<file path="config.mk">
export PLATFORM = sky130hd
export DESIGN_NAME = ysyx_23060203_ifu
export DESIGN_NICKNAME = d
export VERILOG_FILES = /design/src/rtl/ysyx_23060203_ifu.sv
export SDC_FILE = /design/constraint.sdc
export NUM_CORES = 1
export LEC_CHECK = 0
export BUFFER_PORTS_ARGS = -buffer_cell sky130_fd_sc_hd__buf_2
export CAP_MARGIN = 30
export CORE_MARGIN = 10
export CORE_UTILIZATION = 40
export DETAILED_ROUTE_END_ITERATION = 8
export GPL_ROUTABILITY_DRIVEN = 0
export GPL_TIMING_DRIVEN = 0
export PLACE_DENSITY = 0.7
export SYNTH_ARGS = -nofsm -noshare
export SYNTH_HDL_FRONTEND = slang
export SYNTH_SLANG_ARGS = --single-unit
export TNS_END_PERCENT = 1
</file>
<file path="constraint.sdc">
create_clock -name clk -period 1.9 [get_ports clk]
set_clock_uncertainty 0.15 [all_clocks]
set_input_delay 0.285 -clock clk [delete_from_list [all_inputs] [get_ports clk]]
set_output_delay 0.285 -clock clk [all_outputs]
set_load 0.02 [all_outputs]
</file>
<file path="src/rtl/ysyx_23060203_ifu.sv">
// Instruction fetch unit: PC, one outstanding imem read, registered {pc, inst} to decode.
// Optional ebreak halt enabled by YSYX_23060203_IFU_EBREAK_STOP_EN.
module ysyx_23060203_ifu #(
    parameter logic [31:0] RESET_PC = 32'h8000_0000
) (
    input  logic        clk,
    input  logic        rstn,
    output logic        mem_req_valid,
    input  logic        mem_req_ready,
    output logic [31:0] mem_req_addr,
    input  logic        mem_rsp_valid,
    input  logic [31:0] mem_rsp_data,
    output logic        out_valid,
    input  logic        out_ready,
    output logic [31:0] out_inst,
    output logic [31:0] out_pc,
    input  logic        redirect_valid,
    input  logic [31:0] redirect_pc,
    output logic        halted
);

`ifdef YSYX_23060203_IFU_EBREAK_STOP_EN
    typedef enum logic [1:0] {
        S_REQ, S_WAIT, S_OUT, S_HALT
    } state_t;
`else
    typedef enum logic [1:0] {
        S_REQ, S_WAIT, S_OUT
    } state_t;
`endif

    localparam logic [31:0] EBREAK = 32'h0010_0073;

    state_t      state, state_n;
    logic [31:0] pc, pc_n;
    logic        drop, drop_n;
    logic [31:0] inst_q, inst_n;
    logic [31:0] opc_q, opc_n;
    logic [31:0] target;

    assign target        = {redirect_pc[31:2], 2'b00};
    assign mem_req_valid = rstn && (state == S_REQ);
    assign mem_req_addr  = pc;
    assign out_valid     = (state == S_OUT);
    assign out_inst      = inst_q;
    assign out_pc        = opc_q;

`ifdef YSYX_23060203_IFU_EBREAK_STOP_EN
    assign halted = (state == S_HALT);
`else
    assign halted = 1'b0;
`endif

    always_comb begin
        state_n = state;
        pc_n    = pc;
        drop_n  = drop;
        inst_n  = inst_q;
        opc_n   = opc_q;
        unique case (state)
            S_REQ: begin
                if (redirect_valid) begin
                    pc_n = target;
                    if (mem_req_ready) begin
                        state_n = S_WAIT;
                        drop_n  = 1'b1;
                    end
                end else if (mem_req_ready) begin
                    state_n = S_WAIT;
                end
            end
            S_WAIT: begin
                if (redirect_valid) begin
                    pc_n = target;
                    // a same-cycle response is the stale one; otherwise mark it
                    if (mem_rsp_valid) begin
                        state_n = S_REQ;
                        drop_n  = 1'b0;
                    end else begin
                        drop_n  = 1'b1;
                    end
                end else if (mem_rsp_valid) begin
                    if (drop) begin
                        state_n = S_REQ;
                        drop_n  = 1'b0;
                    end else begin
                        state_n = S_OUT;
                        inst_n  = mem_rsp_data;
                        opc_n   = pc;
                    end
                end
            end
            S_OUT: begin
                if (redirect_valid) begin
                    pc_n    = target;
                    state_n = S_REQ;
                end else if (out_ready) begin
                    pc_n    = pc + 32'd4;
                    state_n = S_REQ;
`ifdef YSYX_23060203_IFU_EBREAK_STOP_EN
                    if (inst_q == EBREAK) state_n = S_HALT;
`endif
                end
            end
            default: begin
                state_n = state;
            end
        endcase
    end

    always_ff @(posedge clk) begin
        if (!rstn) begin
            state  <= S_REQ;
            pc     <= RESET_PC;
            drop   <= 1'b0;
            inst_q <= 32'h0;
            opc_q  <= RESET_PC;
        end else begin
            state  <= state_n;
            pc     <= pc_n;
            drop   <= drop_n;
            inst_q <= inst_n;
            opc_q  <= opc_n;
        end
    end

`ifndef YSYX_23060203_IFU_EBREAK_STOP_EN
    logic unused_ebreak;
    assign unused_ebreak = ^EBREAK;
`endif

endmodule

</file>
==> results of run 1 <==
## flip-flops by register name, summed over array words and instances (netlist names)
register	flops
drop	1
mem_req_addr	30
out_inst	32
out_pc	30
state	2
## power groups by stage
stage,Clock (mW),Sequential [mW],Combinational [mW]
after global placement,0,2.22,0.669
after detailed placement,0,2.22,0.684
after global routing,1.55,2.19,0.872
final,1.44,2.18,0.805
after CTS,1.47,2.17,0.767
after floorplan,0,2.29,0.327
## per-layer routing
layer | vias to the layer above | global-route usage
li1 | 2508 | -
met1 | 2439 | 0.238
met2 | 252 | 0.331
met3 | 43 | 0.0553
met4 | 0 | 0.0881
met5 | - | 0
## worst paths after layout
path | slack, ns | start | to
worst max-delay path | -0.16 | mem_req_addr[9] | mem_req_addr[29]
worst min register to register | 0.31 | out_inst[8] | out_inst[8]
worst min-delay path | 0.006 | mem_rsp_data[16] | out_inst[16]
worst max register to register | -0.16 | mem_req_addr[9] | mem_req_addr[29]
## through the flow
step	hold slack, ns	cell area, sq um	power, mW	TNS (ns)
after floorplan	0.251	4550	2.62	-0.125
after global placement	0.290	5530	2.88	-39.71
after detailed placement	0.294	5530	2.91	-43.62
after CTS	0.00190	6240	4.41	-2.28
after global routing	0.00388	6420	4.61	-1.72
final	0.00641	6420	4.42	-0.554
## cell usage in the layout, fill, tap and decap left out, drive strengths merged, types with 4 or more instances in the layout
| master | Yosys | routed |
|---|---|---|
| and4 | 6 | 6 |
| conb | 1 | 5 |
| a21oi | 83 | 83 |
| and3 | 4 | 4 |
| a31oi | 12 | 12 |
| clkbuf | 39 | 41 |
| ha | 5 | 5 |
| nor3 | 12 | 12 |
| a22oi | 4 | 4 |
| nand2 | 153 | 153 |
| inv | 8 | 10 |
| dlygate4sd3 | 0 | 28 |
| and2 | 5 | 5 |
| nor4 | 7 | 7 |
| a311oi | 4 | 4 |
| nand4 | 15 | 15 |
| nand3 | 26 | 26 |
| o21ai | 17 | 17 |
| buf | 12 | 200 |
| nor2 | 27 | 27 |
| dfxtp | 95 | 95 |
## cell usage after synthesis, types with 2 or more instances
master / instances
ha_1: 5
inv_1: 7
and3_1: 4
a311oi_1: 4
o21ai_0: 17
a31oi_1: 12
nand3b_1: 3
nand2_1: 153
a22oi_1: 4
nand4_1: 14
a211oi_1: 3
buf_4: 8
a21oi_1: 83
or4_1: 2
o211ai_1: 2
o221ai_1: 2
dfxtp_1: 95
and2_1: 3
and2_0: 2
nand3_1: 25
nor4_1: 6
o31ai_1: 2
nand2b_1: 3
and4_1: 5
buf_2: 4
or3_1: 2
nor3_1: 12
o22ai_1: 3
clkbuf_1: 38
a41o_1: 2
o21a_1: 3
nor2_1: 27
o311ai_0: 2
o2bb2ai_1: 2
mux2i_1: 3
## cells by family (layout without fill, tap and decap cells)
family          Yosys count  in the layout  synth area share
simple gates            269            269             0.282
compound gates          152            152             0.205
flops                    95             95             0.430
buf+inv                  59            281            0.0583
fa+ha+maj                 5              5            0.0142
mux                       4              4           0.00934
other cells               1              7          0.000848
## cell type report
| class | instances | area, sq um | area share |
|---|---|---|---|
| multi-input combinational | 435 | 2450 | 0.382 |
| sequential | 95 | 1950 | 0.304 |
| timing repair buffer | 209 | 1240 | 0.194 |
| buffer | 48 | 345 | 0.0538 |
| tap | 140 | 175 | 0.0273 |
| clock buffer | 12 | 165 | 0.0257 |
| clock inverter | 4 | 50.0 | 0.00780 |
| inverter | 8 | 30.0 | 0.00468 |
| antenna | 2 | 5.00 | 0.000780 |
## worst min-delay path: cells and delay by family
kind | cells | cell delay [ns]
compound gates | 1 | 0.05
simple gates | 1 | 0.05
buf+inv | 1 | 0.10
## repair_timing
item                                   in CTS  in global routing
pin swaps                                   4                 10
setup buffers                              10                 10
setup endpoints to repair                  95                 93
endpoints found under the hold margin      28                  0
hold buffers                               28                  0
resized for setup                          47                 43
==> results.ini, run 1 <==
[route]
routed_wl_mm=16.9
vias=5242
routedWlPerCell_um=17.7
ant_nets=0
wl_met3_mm=1.56
drc=0
met1Wirelength_mm=6.83
dr_wl_met2_mm=7.97
drt_pass1_iterations=7
drt-vias-per-instance=5.50
drt_iter0_drc=425
dr.max_layer_used=met4

[final_layout]
syn2layout_area_growth_pct=45.1
nNetsFinal=881
instances_no_fill=953
n_fill_cell=1030
utilization=0.592
drive_gt1_frac=0.348

[sta]
rsz0062_at_grt=yes
relSlewSlack=0.513
hold_viol_final=0
drv_slew=0
setup_slack_ns=-0.158
max_slew.worst_pin.slew_ns=0.730
period_share=1.08
setup-violations-final=7
post-route-min-period_ns=2.06
fmax_mhz=486

[critical_path]
worstPathRequired_ns=2.05
start_kind=flop
slowest_stage=or4_4
r2r_cells=6
critPathTopFamily=simple AND/OR/NAND/NOR gates
worstSetupPathType=flop to flop
cp-end-kind=flop
max_stage_delay_ns=0.56
critical_path_peak_fanout=8
critPathBufInv=1
cp_cell_sequence=buf_6 -> nand4_4 -> nor4_4 -> nand4_1 -> or4_4 -> a31oi_4
cp_num_cells=6
arrival_ns=2.20

[synthesis]
synth.distinct_cells=58
ys_ff_latch=95
syn_avg_cell_area_sq_um=7.56
syn_inst=585
synth.top_cell.area_share=0.430
synth_async_sr_flop_share=0
yosysSeqAreaShare=0.430
syn_area_sq_mm=0.00442
ys.flop_type=dfxtp_1
synth_edf_count=0
synth_top_area_cell=dfxtp_1
yosysWarnings=0
synth_area_leaders=dfxtp_1 (43%), nand2_1 (13%), a21oi_1 (9.4%)

[pwr]
seqPwrFrac=0.492
sw_frac_of_total=0.292
power.density_mw_per_mm2=689
ir_worst_vdd_uv=448
p_leak_nw=2.76
pwr-share-clk=0.325
power_frac_comb=0.182
p_int_mw=3.13
power.switching_mw=1.29

[worst_hold_path]
holdPathStages=3
hold_path.class=input port to flop

[cts]
cts.sinks=95
root_buffer=clkbuf_8
path_clk_slew_ns=0.09
clk_latency_ns=0.37
clockBufferDepth=2
tritoncts=yes
numCtsBuffers=9
htreeDepth=3

[place]
dp_cells=890
port_buffers=161
pre_cts_slack_ns=-0.592
hpwl_mm=12.1

[global_route]
antenna_found_initial=3
grt_overflow=0
grt_max_degree=16
grt_first_pass_wirelength_mm=26.1
grt_pass1_vias=5062
grt_usage=0.200

[job]
cap_viol_max_count=0

[run_status]
violations=negative setup slack
status=finished, violations left

[floorplan]
ios=169
core_sq_mm=0.0108
die_w_um=125
design.die.area_sq_mm=0.0157
initial_core_util=0.408
num_rows=38
die_y_um=125

Power figures use the tool's default switching activity.
==> inputs of run 2 (changes only) <==
--- a/config.mk
+++ b/config.mk
@@ -8,11 +8,11 @@
 export BUFFER_PORTS_ARGS = -buffer_cell sky130_fd_sc_hd__buf_2
 export CAP_MARGIN = 30
 export CORE_MARGIN = 10
-export CORE_UTILIZATION = 40
+export CORE_UTILIZATION = 41
 export DETAILED_ROUTE_END_ITERATION = 8
 export GPL_ROUTABILITY_DRIVEN = 0
 export GPL_TIMING_DRIVEN = 0
-export PLACE_DENSITY = 0.7
+export PLACE_DENSITY = 0.71
 export SYNTH_ARGS = -nofsm -noshare
 export SYNTH_HDL_FRONTEND = slang
 export SYNTH_SLANG_ARGS = --single-unit
==> run 2 against run 1 <==
Compared with the run above:
- cell count increased by 0.10%
- the run still ends with negative setup slack left
- largest power group unchanged
- critical path type unchanged
- total power decreased by 1.2%
- clock-buffer cell count unchanged
- critical endpoint unchanged
- critical path depth unchanged
- final area increased by 0.21%
- sequential power about the same
- via count increased by 0.19%
- combinational power about the same
- hold slack improved by 0.0066 ns
- sequential share of layout area increased by 0.11 points
==> results.ini, run 2 (same netlist as run 1, synthesis figures left out) <==
[global_route]
grt_overflow=0  ; unchanged
antenna_found_initial=0  ; was 3
grt_usage=0.214  ; was 0.200
grt_pass1_vias=5004  ; was 5062
grt_first_pass_wirelength_mm=26.0  ; was 26.1 mm
grt_max_degree=16  ; unchanged

[place]
dp_cells=886  ; was 890
place_area_sq_mm=0.00553  ; about the same
hpwl_mm=12.2  ; was 12.1 mm
port_buffers=161  ; unchanged

[route]
drt-vias-per-instance=5.51  ; was 5.50
routed_wl_mm=17.1  ; was 16.9 mm
drt_iter0_drc=437  ; was 425
routedWlPerCell_um=17.9  ; was 17.7 um
vias=5252  ; was 5242
ant_nets=0  ; unchanged
drt_pass1_iterations=5  ; was 7
drc=0  ; unchanged

[pwr]
seqPwrFrac=0.498  ; was 0.492
power.density_mw_per_mm2=679  ; was 689 mW/mm^2
p_int_mw=3.06  ; was 3.13 mW
ir_worst_vdd_uv=454  ; was 448 uV
sw_frac_of_total=0.299  ; was 0.292
pwr-share-clk=0.317  ; was 0.325
power_frac_comb=0.185  ; was 0.182
p_leak_nw=2.74  ; was 2.76 nW
power.switching_mw=1.30  ; was 1.29 mW
p_total_mw=4.37  ; was 4.42 mW

[sta]
relSlewSlack=0.555  ; was 0.513
finalSetupTns_ns=-0.460  ; was -0.554 ns
hold_viol_final=0  ; unchanged
post-route-min-period_ns=2.02  ; was 2.06 ns
rsz0062_at_grt=yes  ; unchanged
drv_slew=0  ; unchanged
max_slew.worst_pin.slew_ns=0.667  ; was 0.730 ns
fmax_mhz=496  ; was 486 MHz
setup_slack_ns=-0.118  ; was -0.158 ns
period_share=1.06  ; was 1.08
setup-violations-final=10  ; was 7

[critical_path]
start_kind=flop  ; unchanged
worstPathRequired_ns=2.06  ; was 2.05 ns
crit_top_cell=nand4_1
worstSetupPathType=flop to flop  ; unchanged
cp-end-kind=flop  ; unchanged
critPathTopFamily=simple AND/OR/NAND/NOR gates  ; unchanged
arrival_ns=2.17  ; was 2.20 ns
max_stage_delay_ns=0.43  ; was 0.56 ns
slowest_stage=or4_1  ; was or4_4
cp_cell_sequence=buf_6 -> nand4_1 -> nor4_4 -> nand4_1 -> or4_1 -> a31oi_1  ; was buf_6 -> nand4_4 -> nor4_4 -> nand4_1 -> or4_4 -> a31oi_4
critPathBufInv=1  ; unchanged
critical_path_peak_fanout=5  ; was 8

[final_layout]
final_cell_mix=buf_2 (163), nand2_1 (152), a21oi_1 (82)  ; was buf_2 (166), nand2_1 (152), a21oi_1 (82)
syn2layout_area_growth_pct=45.5  ; was 45.1%
drive_gt1_frac=0.354  ; was 0.348
final_cell_area_sq_mm=0.00643  ; was 0.00642 sq mm
largest_register_ffs=32  ; unchanged
instances_no_fill=954  ; was 953
utilization=0.617  ; was 0.592
final_common_cell=buf_2  ; unchanged
nNetsFinal=887  ; was 881

[cts]
path_clk_slew_ns=0.10  ; was 0.09 ns
clk_latency_ns=0.38  ; was 0.37 ns
htreeDepth=3  ; unchanged
cts.sinks=95  ; unchanged
tritoncts=yes  ; unchanged
clockBufferDepth=2  ; unchanged
root_buffer=clkbuf_8  ; unchanged
numCtsBuffers=9  ; unchanged

[run_status]
status=finished, violations left  ; unchanged
violations=negative setup slack  ; unchanged

[worst_hold_path]
hold_path.class=input port to flop  ; unchanged

[floorplan]
design.die.area_sq_mm=0.0153  ; was 0.0157 sq mm
initial_core_util=0.424  ; was 0.408
core_sq_mm=0.0104  ; was 0.0108 sq mm
ios=169  ; unchanged
die_w_um=124  ; was 125 um
num_rows=37  ; was 38
die_y_um=124  ; was 125 um

[job]
cap_viol_max_count=0  ; unchanged

## run 2: repair_timing
item                       CTS  global route
hold endpoints to repair    31             0
buffers inserted            20             5
gates resized for setup     58            47
hold buffers                31             0
setup endpoints to repair   95            91
pin swaps                    9            12
## run 2: area by class of cell
type,count,area (sq um)
flip-flops and latches,95,1960
plain buffers,47,318
clock buffers,12,145
diodes,1,2.50
repair buffers,216,1310
clock inverters,4,51.3
well taps,136,170
inverters,8,30.0
fillers,950,3990
multi-input cells,435,2440
## run 2: final timing paths
path / depth (start not counted) / end / from / slack [ns]
setup / recovery: 6 / mem_req_addr[29] / mem_req_addr[2] / -0.12
hold / removal: 3 / out_inst[23] / mem_rsp_data[23] / 0.01
setup reg to reg: 6 / mem_req_addr[29] / mem_req_addr[2] / -0.12
hold reg to reg: 2 / out_pc[12] / out_pc[12] / 0.30
## run 2: per-layer routing
layer | vias to the layer above | wire length [um] | global-route usage
li1 | 2511 | - | -
met1 | 2470 | 6780 | 0.261
met2 | 247 | 8400 | 0.357
met3 | 24 | 1560 | 0.0484
met4 | 0 | 346 | 0.0852
met5 | - | 0 | 0
## run 2: metrics by stage
stage	worst slack (ns)	hold WS, ns
2_1_floorplan	-0.0421	0.251
5_1_grt	-0.183	0.0118
4_1_cts	-0.0880	0.00421
6_report	-0.118	0.0130
3_3_place_gp	-0.466	0.290
3_5_place_dp	-0.576	0.293
## run 2: worst min-delay path: stages
cell and delay (ns):
buf_2 0.09, nand2_1 0.05, a21oi_1 0.06
## run 2: power groups by stage
stage / registers [mW] / clock network, mW / logic, mW
2_1_floorplan: 2.29 / 0 / 0.327
3_3_place_gp: 2.21 / 0 / 0.668
3_5_place_dp: 2.22 / 0 / 0.684
4_1_cts: 2.17 / 1.41 / 0.775
5_1_grt: 2.19 / 1.49 / 0.874
6_report: 2.18 / 1.38 / 0.808
==> inputs of run 3 (changes only) <==
--- a/config.mk
+++ b/config.mk
@@ -5,6 +5,7 @@
 export SDC_FILE = /design/constraint.sdc
 export NUM_CORES = 1
 export LEC_CHECK = 0
+export ABC_AREA = 1
 export BUFFER_PORTS_ARGS = -buffer_cell sky130_fd_sc_hd__buf_2
 export CAP_MARGIN = 30
 export CORE_MARGIN = 10
==> run 3 against run 2 <==
Compared with the run above:
- the run now ends clean
- fmax is 12% higher
- synthesized cell count increased by 20%
- hold slack worse by 0.011 ns
- clock-buffer cell count shrank 2
- core utilization decreased by 6.5 points
- largest cell class unchanged
- largest power group unchanged
==> results.ini, run 3 <==
[floorplan]
ios=169  ; unchanged
initial_core_util=0.422  ; was 0.424
core_sq_mm=0.0109  ; was 0.0104 sq mm
die_y_um=126  ; was 124 um
num_rows=38  ; was 37
design.die.area_sq_mm=0.0158  ; was 0.0153 sq mm
die_w_um=126  ; was 124 um

[cts]
tritoncts=yes  ; unchanged
clk_latency_ns=0.39  ; was 0.38 ns
cts.sinks=95  ; unchanged
root_buffer=clkbuf_8  ; unchanged
numCtsBuffers=9  ; unchanged
path_clk_slew_ns=0.10  ; about the same
htreeDepth=3  ; unchanged
clockBufferDepth=2  ; unchanged

[global_route]
met1_usage=0.245  ; was 0.261
grt_usage=0.200  ; was 0.214
antenna_found_initial=1  ; was 0
grt_first_pass_wirelength_mm=26.0  ; about the same
grt_max_degree=17  ; was 16
grt_most_used_layer=met2  ; unchanged
grt_use_met3=0.0713  ; was 0.0484
grt_use_met2=0.325  ; was 0.357
grt_pass1_vias=5058  ; was 5004
grt_overflow=0  ; unchanged

[final_layout]
nNetsFinal=963  ; was 887
final_common_cell=buf_2  ; unchanged
final_cell_mix=buf_2 (162), nand2_1 (159), nor2_1 (154)  ; was buf_2 (163), nand2_1 (152), a21oi_1 (82)
instances_no_fill=1033  ; was 954
final_cell_area_sq_mm=0.00601  ; was 0.00643 sq mm
syn2layout_area_growth_pct=30.9  ; was 45.5%
drive_gt1_frac=0.263  ; was 0.354
largest_register_ffs=32  ; unchanged

[sta]
setup-violations-final=0  ; was 10
period_share=0.949  ; was 1.06
relSlewSlack=0.609  ; was 0.555
finalSetupTns_ns=0  ; was -0.460 ns
drv_slew=0  ; unchanged
setup_slack_ns=0.0961  ; was -0.118 ns
rsz0062_at_grt=yes  ; unchanged
fmax_mhz=554  ; was 496 MHz
max_slew.worst_pin.slew_ns=0.587  ; was 0.667 ns
hold_viol_final=0  ; unchanged
post-route-min-period_ns=1.80  ; was 2.02 ns

[route]
drt_iter0_drc=393  ; was 437
vias=5228  ; was 5252
routedWlPerCell_um=16.0  ; was 17.9 um
routed_wl_mm=16.5  ; was 17.1 mm
ant_nets=0  ; unchanged
drt_pass1_iterations=5  ; unchanged
drc=0  ; unchanged
drt-vias-per-instance=5.06  ; was 5.51

[worst_hold_path]
hp-start=mem_rsp_data[26]  ; was mem_rsp_data[23]
holdPathStages=3  ; unchanged
hold_path.class=input port to flop  ; unchanged

[critical_path]
critical_path_peak_fanout=10  ; was 5
start_kind=flop  ; unchanged
regToRegStartpoint=state[0]  ; was mem_req_addr[2]
worstPathRequired_ns=2.03  ; was 2.06 ns
arrival_ns=1.93  ; was 2.17 ns
worstSetupPathType=flop to flop  ; unchanged
cp-end-kind=flop  ; unchanged
r2r_cells=9  ; was 6
startpoint=state[0]  ; was mem_req_addr[2]

[synthesis]
syn_avg_cell_area_sq_um=6.54  ; was 7.56 sq um
syn_inst=702  ; was 585
synth_async_sr_flop_share=0  ; unchanged
synth.top_cell.area_share=0.414  ; was 0.430
synth_edf_count=0  ; unchanged
ys_ff_latch=95  ; unchanged
synth_area_leaders=dfxtp_1 (41%), nand2_1 (13%), nor2_1 (13%)  ; was dfxtp_1 (43%), nand2_1 (13%), a21oi_1 (9.4%)
yosysSeqAreaShare=0.414  ; was 0.430
synth.distinct_cells=33  ; was 58
yosysWarnings=0  ; unchanged
syn_area_sq_mm=0.00459  ; was 0.00442 sq mm
ys.flop_type=dfxtp_1  ; unchanged
netlist_top_cells_count=nand2_1 (161), nor2_1 (159), dfxtp_1 (95)  ; was nand2_1 (153), dfxtp_1 (95), a21oi_1 (83)
yosysMostFrequentCell=nand2_1  ; unchanged
synth_top_area_cell=dfxtp_1  ; unchanged

[place]
place_area_sq_mm=0.00559  ; was 0.00553 sq mm
port_buffers=161  ; unchanged
pre_cts_slack_ns=-0.203  ; was -0.576 ns
hpwl_mm=12.8  ; was 12.2 mm
dp_cells=1007  ; was 886

[pwr]
p_total_mw=4.53  ; was 4.37 mW
p_leak_nw=2.69  ; was 2.74 nW
ir_worst_vdd_uv=636  ; was 454 uV
power.density_mw_per_mm2=754  ; was 679 mW/mm^2

[run_status]
status=finished clean  ; was finished, violations left

[job]
cap_viol_max_count=0  ; unchanged

## run 3: cell count changes in the layout (fill, tap and decap cells not counted), moves of 11 or more
cell / change
dlygate4sd3_1: -22
a21oi_1: -29
dfxtp_1: +15
o21ai_0: +66
nor2_1: +127
inv_1: +33
dfxtp_4: -11
buf_4: -20
## run 3: through the flow
stage	utilization	hold slack (ns)
floorplan	-	0.285
global placement	0.513	0.300
detailed placement	0.513	0.303
CTS	0.541	0.00123
global route	0.552	0.00713
finish	0.552	0.00196
## run 3: area by class of cell
type | instances | area (sq um)
Antenna cell | 1 | 2.50
Buffer | 38 | 256
Clock buffer | 10 | 138
Clock inverter | 5 | 63.8
Fill cell | 1152 | 4880
Inverter | 45 | 171
Multi-Input combinational cell | 528 | 2380
Sequential cell | 95 | 1920
Tap cell | 140 | 175
Timing Repair Buffer | 171 | 903
## run 3: critical path, stage by stage (launching register included)
cell and delay [ns]:
dfxtp_2 0.35, inv_2 0.07, ha_2 0.20, nand2_2 0.12, or2_4 0.27, nand2_4 0.11, inv_4 0.07, buf_6 0.15
a21oi_1 0.15, nor2_1 0.06
## run 3: path summary, 6_finish.rpt
| kind | to | slack, ns |
|---|---|---|
| max | mem_req_addr[20] | 0.1 |
| min | out_inst[26] | 0.002 |
| min reg2reg | drop | 0.33 |
| max reg2reg | mem_req_addr[20] | 0.1 |
## run 3: repair_timing
| item | CTS | global route |
|---|---|---|
| buffers inserted | 0 | 1 |
| pin swaps | 2 | 5 |
| hold buffers | 8 | 1 |
| gates resized for setup | 14 | 39 |
| setup endpoints to repair | 82 | 93 |
| hold endpoints to repair | 8 | 1 |
## run 3: logic make-up (layout without fill, tap and decap cells)
logic type | Yosys count | in the layout | share of synthesized area
fa+ha+maj | 5 | 5 | 0.0136
other cells | 1 | 6 | 0.000817
compound gates | 149 | 149 | 0.167
simple gates | 369 | 369 | 0.322
flops | 95 | 95 | 0.414
buf+inv | 83 | 269 | 0.0818
## run 3: layer usage
layer / up-vias / part of all wire
met4: 0 / 0.020
met1: 2319 / 0.44
met5: - / 0
met3: 34 / 0.094
met2: 252 / 0.45
li1: 2623 / -
## run 3: power by group
group          leakage [nW]  switching, mW  internal [mW]  total (mW)
logic                  1.81          0.562          0.329       0.891
clock network        0.0994          0.753          0.649        1.40
registers             0.779          0.114           2.12        2.24
total                  2.69           1.43           3.10        4.53
